==> src/rtl/buffer_stream_reader.sv <==
// rtl/buffer_stream_reader.sv - streams a buffer region out through a 4-entry FIFO with credit-limited reads
// Optional BUF_READER_STRIDE_EN adds a stride input that sets the address step.
module buffer_stream_reader #(
    parameter int DataWidth = 8,
    parameter int BuffDepth = 256,
    parameter int AddrWidth = $clog2(BuffDepth)
) (
    input  logic                 clk,
    input  logic                 rst,
    input  logic                 start,
    input  logic [AddrWidth-1:0] base_addr,
    input  logic [AddrWidth:0]   length,
`ifdef BUF_READER_STRIDE_EN
    input  logic [AddrWidth-1:0] stride,
`endif
    output logic                 busy,
    output logic                 done,
    output logic                 buf_read_en,
    output logic [AddrWidth-1:0] buf_addr,
    input  logic [DataWidth-1:0] buf_data,
    output logic                 m_valid,
    input  logic                 m_ready,
    output logic [DataWidth-1:0] m_data
);

    localparam logic [AddrWidth:0] DEPTH = (AddrWidth+1)'(BuffDepth);
    localparam int                 FIFO_DEPTH = 4;

    typedef enum logic [1:0] {
        S_IDLE  = 2'd0,
        S_RUN   = 2'd1,
        S_DRAIN = 2'd2
    } state_t;

    state_t                 r_state;
    state_t                 w_next_state;

    logic [AddrWidth-1:0]   r_addr;
    logic [AddrWidth:0]     r_reads_left;
    logic [AddrWidth:0]     r_beats_left;
    logic                   r_inflight;
    logic                   r_zero_done;

    logic [DataWidth-1:0]   r_mem [FIFO_DEPTH];
    logic [1:0]             r_wr_ptr;
    logic [1:0]             r_rd_ptr;
    logic [2:0]             r_count;

    logic                   w_accept;
    logic                   w_accept_xfer;
    logic                   w_issue;
    logic                   w_push;
    logic                   w_pop;
    logic                   w_last_read;
    logic                   w_last_beat;
    logic [2:0]             w_occupancy;
    logic [AddrWidth-1:0]   w_step;
    logic [AddrWidth:0]     w_addr_sum;
    logic [AddrWidth-1:0]   w_next_addr;

`ifdef BUF_READER_STRIDE_EN
    logic [AddrWidth-1:0]   r_step;

    always_ff @(posedge clk or posedge rst) begin
        if (rst) begin
            r_step <= '0;
        end else if (w_accept_xfer) begin
            r_step <= stride;
        end
    end

    assign w_step = r_step;
`else
    assign w_step = AddrWidth'(1);
`endif

    assign w_accept      = (r_state == S_IDLE) && start;
    assign w_accept_xfer = w_accept && (length != '0);

    // Reads and FIFO entries together never exceed the FIFO depth, so the
    // registered read data always has a free slot when it lands.
    assign w_occupancy = r_count + {2'b00, r_inflight};
    assign w_issue     = (r_state == S_RUN) && (r_reads_left != '0) && (w_occupancy < 3'd4);
    assign w_push      = r_inflight;
    assign w_pop       = (r_count != 3'd0) && m_ready;
    assign w_last_read = w_issue && (r_reads_left == (AddrWidth+1)'(1));
    assign w_last_beat = (r_state == S_DRAIN) && w_pop && (r_beats_left == (AddrWidth+1)'(1));

    // Works for non power-of-two depths as long as addresses and step stay below BuffDepth.
    assign w_addr_sum  = {1'b0, r_addr} + {1'b0, w_step};
    assign w_next_addr = (w_addr_sum >= DEPTH) ? AddrWidth'(w_addr_sum - DEPTH)
                                               : AddrWidth'(w_addr_sum);

    always_ff @(posedge clk or posedge rst) begin
        if (rst) begin
            r_state <= S_IDLE;
        end else begin
            r_state <= w_next_state;
        end
    end

    always_comb begin
        w_next_state = r_state;
        case (r_state)
            S_IDLE: begin
                if (w_accept_xfer) begin
                    w_next_state = S_RUN;
                end
            end
            S_RUN: begin
                if (w_last_read) begin
                    w_next_state = S_DRAIN;
                end
            end
            S_DRAIN: begin
                if (w_last_beat) begin
                    w_next_state = S_IDLE;
                end
            end
            default: w_next_state = S_IDLE;
        endcase
    end

    always_comb begin
        busy        = (r_state != S_IDLE);
        buf_read_en = w_issue;
        done        = r_zero_done || w_last_beat;
    end

    always_ff @(posedge clk or posedge rst) begin
        if (rst) begin
            r_addr       <= '0;
            r_reads_left <= '0;
            r_beats_left <= '0;
            r_inflight   <= 1'b0;
            r_zero_done  <= 1'b0;
        end else begin
            r_zero_done <= w_accept && (length == '0);
            r_inflight  <= w_issue;
            if (w_accept_xfer) begin
                r_addr       <= base_addr;
                r_reads_left <= length;
                r_beats_left <= length;
            end else begin
                if (w_issue) begin
                    r_addr       <= w_next_addr;
                    r_reads_left <= r_reads_left - 1'b1;
                end
                if (w_pop) begin
                    r_beats_left <= r_beats_left - 1'b1;
                end
            end
        end
    end

    always_ff @(posedge clk or posedge rst) begin
        if (rst) begin
            for (int i = 0; i < FIFO_DEPTH; i++) begin
                r_mem[i] <= '0;
            end
            r_wr_ptr <= '0;
            r_rd_ptr <= '0;
            r_count  <= '0;
        end else begin
            if (w_push) begin
                r_mem[r_wr_ptr] <= buf_data;
                r_wr_ptr        <= r_wr_ptr + 1'b1;
            end
            if (w_pop) begin
                r_rd_ptr <= r_rd_ptr + 1'b1;
            end
            case ({w_push, w_pop})
                2'b10:   r_count <= r_count + 1'b1;
                2'b01:   r_count <= r_count - 1'b1;
                default: r_count <= r_count;
            endcase
        end
    end

    assign buf_addr = r_addr;
    assign m_valid  = (r_count != 3'd0);
    assign m_data   = r_mem[r_rd_ptr];

endmodule
==> config.mk <==
export PLATFORM = sky130hd
export DESIGN_NAME = buffer_stream_reader
export DESIGN_NICKNAME = d
export VERILOG_FILES = /design/src/rtl/buffer_stream_reader.sv
export SDC_FILE = /design/constraint.sdc
export NUM_CORES = 1
export LEC_CHECK = 0
export CORE_MARGIN = 5
export CORE_UTILIZATION = 59
export DETAILED_ROUTE_END_ITERATION = 10
export PLACE_DENSITY = 0.82
export SLEW_MARGIN = 0
export SYNTH_ARGS = -nofsm -noshare
export SYNTH_HDL_FRONTEND = slang
export SYNTH_SLANG_ARGS = --single-unit
==> constraint.sdc <==
create_clock -name clk -period 6.04 [get_ports clk]
set_input_delay 0.604 -clock clk [delete_from_list [all_inputs] [get_ports clk]]
set_output_delay 0.604 -clock clk [all_outputs]
set_load 0.1 [all_outputs]
==> impl_metrics.json <==
{
  "synth_cell_types": 53,
  "maxCapViolations": 0,
  "fin_util_pct": 72.7,
  "antenna_found_initial": 0,
  "fin_crit_ns": 4.11,
  "fin_crit_sh_pct": 68.1,
  "ios": 49,
  "cts_max_level": 3,
  "portBuffers": 48,
  "syn_area_per_cell_um2": 11.6,
  "diodes": 0,
  "grt_pass1_vias": 2737,
  "criticalPathCategory": "reg -> out",
  "reg2regPathDepth": 7,
  "grt_pass1_wl_mm": 13.1,
  "post_cts_resized": 0,
  "synth-edff-count": 0,
  "use_met2_pct": 37.7,
  "nets": 397,
  "setup_ws_ns": 1.93,
  "busiest_layer": "met2",
  "drc": 0,
  "met1_usage_pct": 28.7,
  "worstPathMaxFanout": 12,
  "die_w_um": 87.4,
  "yosys-top-cells-count": "69 x dfrtp_1, 32 x mux2_2, 27 x nand2_1",
  "wl_per_cell_um": 18.3,
  "vias_per_cell": 6.03,
  "synth_largest_area_cell": "dfrtp_1",
  "cts_tree": "done",
  "dp_hpwl_mm": 5.74,
  "cts_setup_buffers": 0,
  "hold_class": "reg -> reg",
  "grt_overflow": 0,
  "final_hold_viol_count": 0,
  "async_reset_ff_share_pct": 100,
  "setup-tns-final_ns": 0,
  "rows": 28,
  "final-instance-count-excl-fill": 436,
  "num_vias": 2630,
  "synthesis.area_um2": 3540,
  "area_growth_pct": 20.9,
  "hold_buffers": 0,
  "antenna_left": 0,
  "drive_above_1_share_pct": 18.3,
  "cts_root_buf": "clkbuf_8",
  "status": "finished clean",
  "die_y_um": 87.4,
  "clockBufferDepth": 2,
  "syn_nets": 345,
  "holdPathStages": 1,
  "post-place-cells": 420,
  "synth.area.top_cells": "dfrtp_1 49%, mux2_2 10%, mux4_2 5.1%",
  "ys_warn_count": 0,
  "cts_made_buffers": 9,
  "startpoint_type": "flip-flop",
  "slew_headroom_pct": 34.4,
  "setup_viol_count_final": 0,
  "drv_slew": 0,
  "yosys.cell_count.top_type": "dfrtp_1",
  "fin_worst_skew_ns": 0.0128,
  "first_pass_iters": 4,
  "crit_path_end_kind": "output pin",
  "dp_slack_ns": 2.34,
  "clkSinkCount": 69,
  "cp.required_ns": 5.44,
  "totalWireLength_mm": 7.98,
  "worst_slew_pin_slew_ns": 0.980,
  "grtUsageMet3_pct": 4.92,
  "die_area_um2": 7640,
  "clkLatencyLatePin_ns": 0.34,
  "arrival_ns": 3.51,
  "initial_core_util_pct": 60.1,
  "grt_usage_pct": 22.5,
  "clk_pin_slew_ns": 0.07,
  "max_freq_mhz": 243,
  "rsz0062_at_grt": "no",
  "coreArea_um2": 5890,
  "ys_ff_latch": 69,
  "synthFlopType": "dfrtp_1",
  "synth_top_area_share_pct": 48.8,
  "synthCells": 304,
  "ys_seq_area_share_pct": 48.8,
  "place_congestion": 0.899,
  "grt_max_degree": 70,
  "drtIter0Drc": 193
}
[per-stage QoR]
stage	hold slack [ns]	area, um2
floorplan	0.474	3540
detailed placement	0.487	4090
global placement	0.481	4090
CTS	0.505	4280
finish	0.503	4280
global route	0.521	4280
[final timing paths]
check                           startpoint           to  slack (ns)
min                               r_mem[9]     r_mem[9]        0.50
max                        r_reads_left[0]  buf_read_en        1.93
min reg2reg                       r_mem[9]     r_mem[9]        0.50
max reg2reg                r_reads_left[0]  buf_addr[2]        3.43
min in group asynchronous              rst     r_mem[3]        0.82
max in group asynchronous              rst  buf_addr[5]        4.65
[cell families (layout without fill, tap and decap cells)]
family | Yosys count | in the layout | synth area share, %
buffers and inverters | 27 | 84 | 3.04
AOI/OAI and AO/OA | 57 | 57 | 12.0
and+or+nand+nor | 85 | 85 | 13.0
xor gates and xnor gates | 14 | 14 | 3.47
muxes | 40 | 40 | 15.3
adders and majority gates | 12 | 12 | 4.46
DFF | 69 | 69 | 48.8
[metal layers]
metal | vias up | part of all wire (%)
met1 | 1277 | 42
met5 | - | 0
met3 | 12 | 5.6
li1 | 1240 | -
met4 | 0 | 1.3
met2 | 101 | 51
[state kept, by name, indices dropped and copies added (netlist names)]
signal / flops
buf_addr: 8
r_beats_left: 9
r_count: 3
r_inflight: 1
r_mem: 32
r_rd_ptr: 2
r_reads_left: 9
r_state: 2
r_wr_ptr: 2
r_zero_done: 1
[layout by cell type, fill, tap and decap left out, types with 5 or more instances in the layout]
cell / instances
clkbuf_8: 9
clkdlybuf4s50_1: 48
dfrtp_1: 69
ha_1: 11
inv_1: 17
mux2_2: 32
mux4_2: 8
nand2_1: 27
nand3_1: 11
nor2_1: 9
nor3_1: 7
o211ai_1: 6
o21ai_0: 14
o311ai_0: 6
or3_1: 5
xor2_1: 11
[area by class of cell]
class	count	area (um2)
inverters	18	67.6
well taps	75	93.8
multi-input cells	208	1700
flip-flops and latches	69	1730
clock buffers	10	128
fillers	420	1610
repair buffers	50	495
clock inverters	6	63.8
[worst max-delay path, stage by stage, from the launching register on]
cell	delay, ns
dfrtp_1	0.41
inv_1	0.13
ha_1	0.21
nor3b_1	0.46
nand3_1	0.47
nand2_1	0.37
inv_1	0.13
clkdlybuf4s50_1	0.99
Power is left out: the tool's default activity adds up to more than one toggle a clock period on the data nets, which glitch-free logic cannot reach.
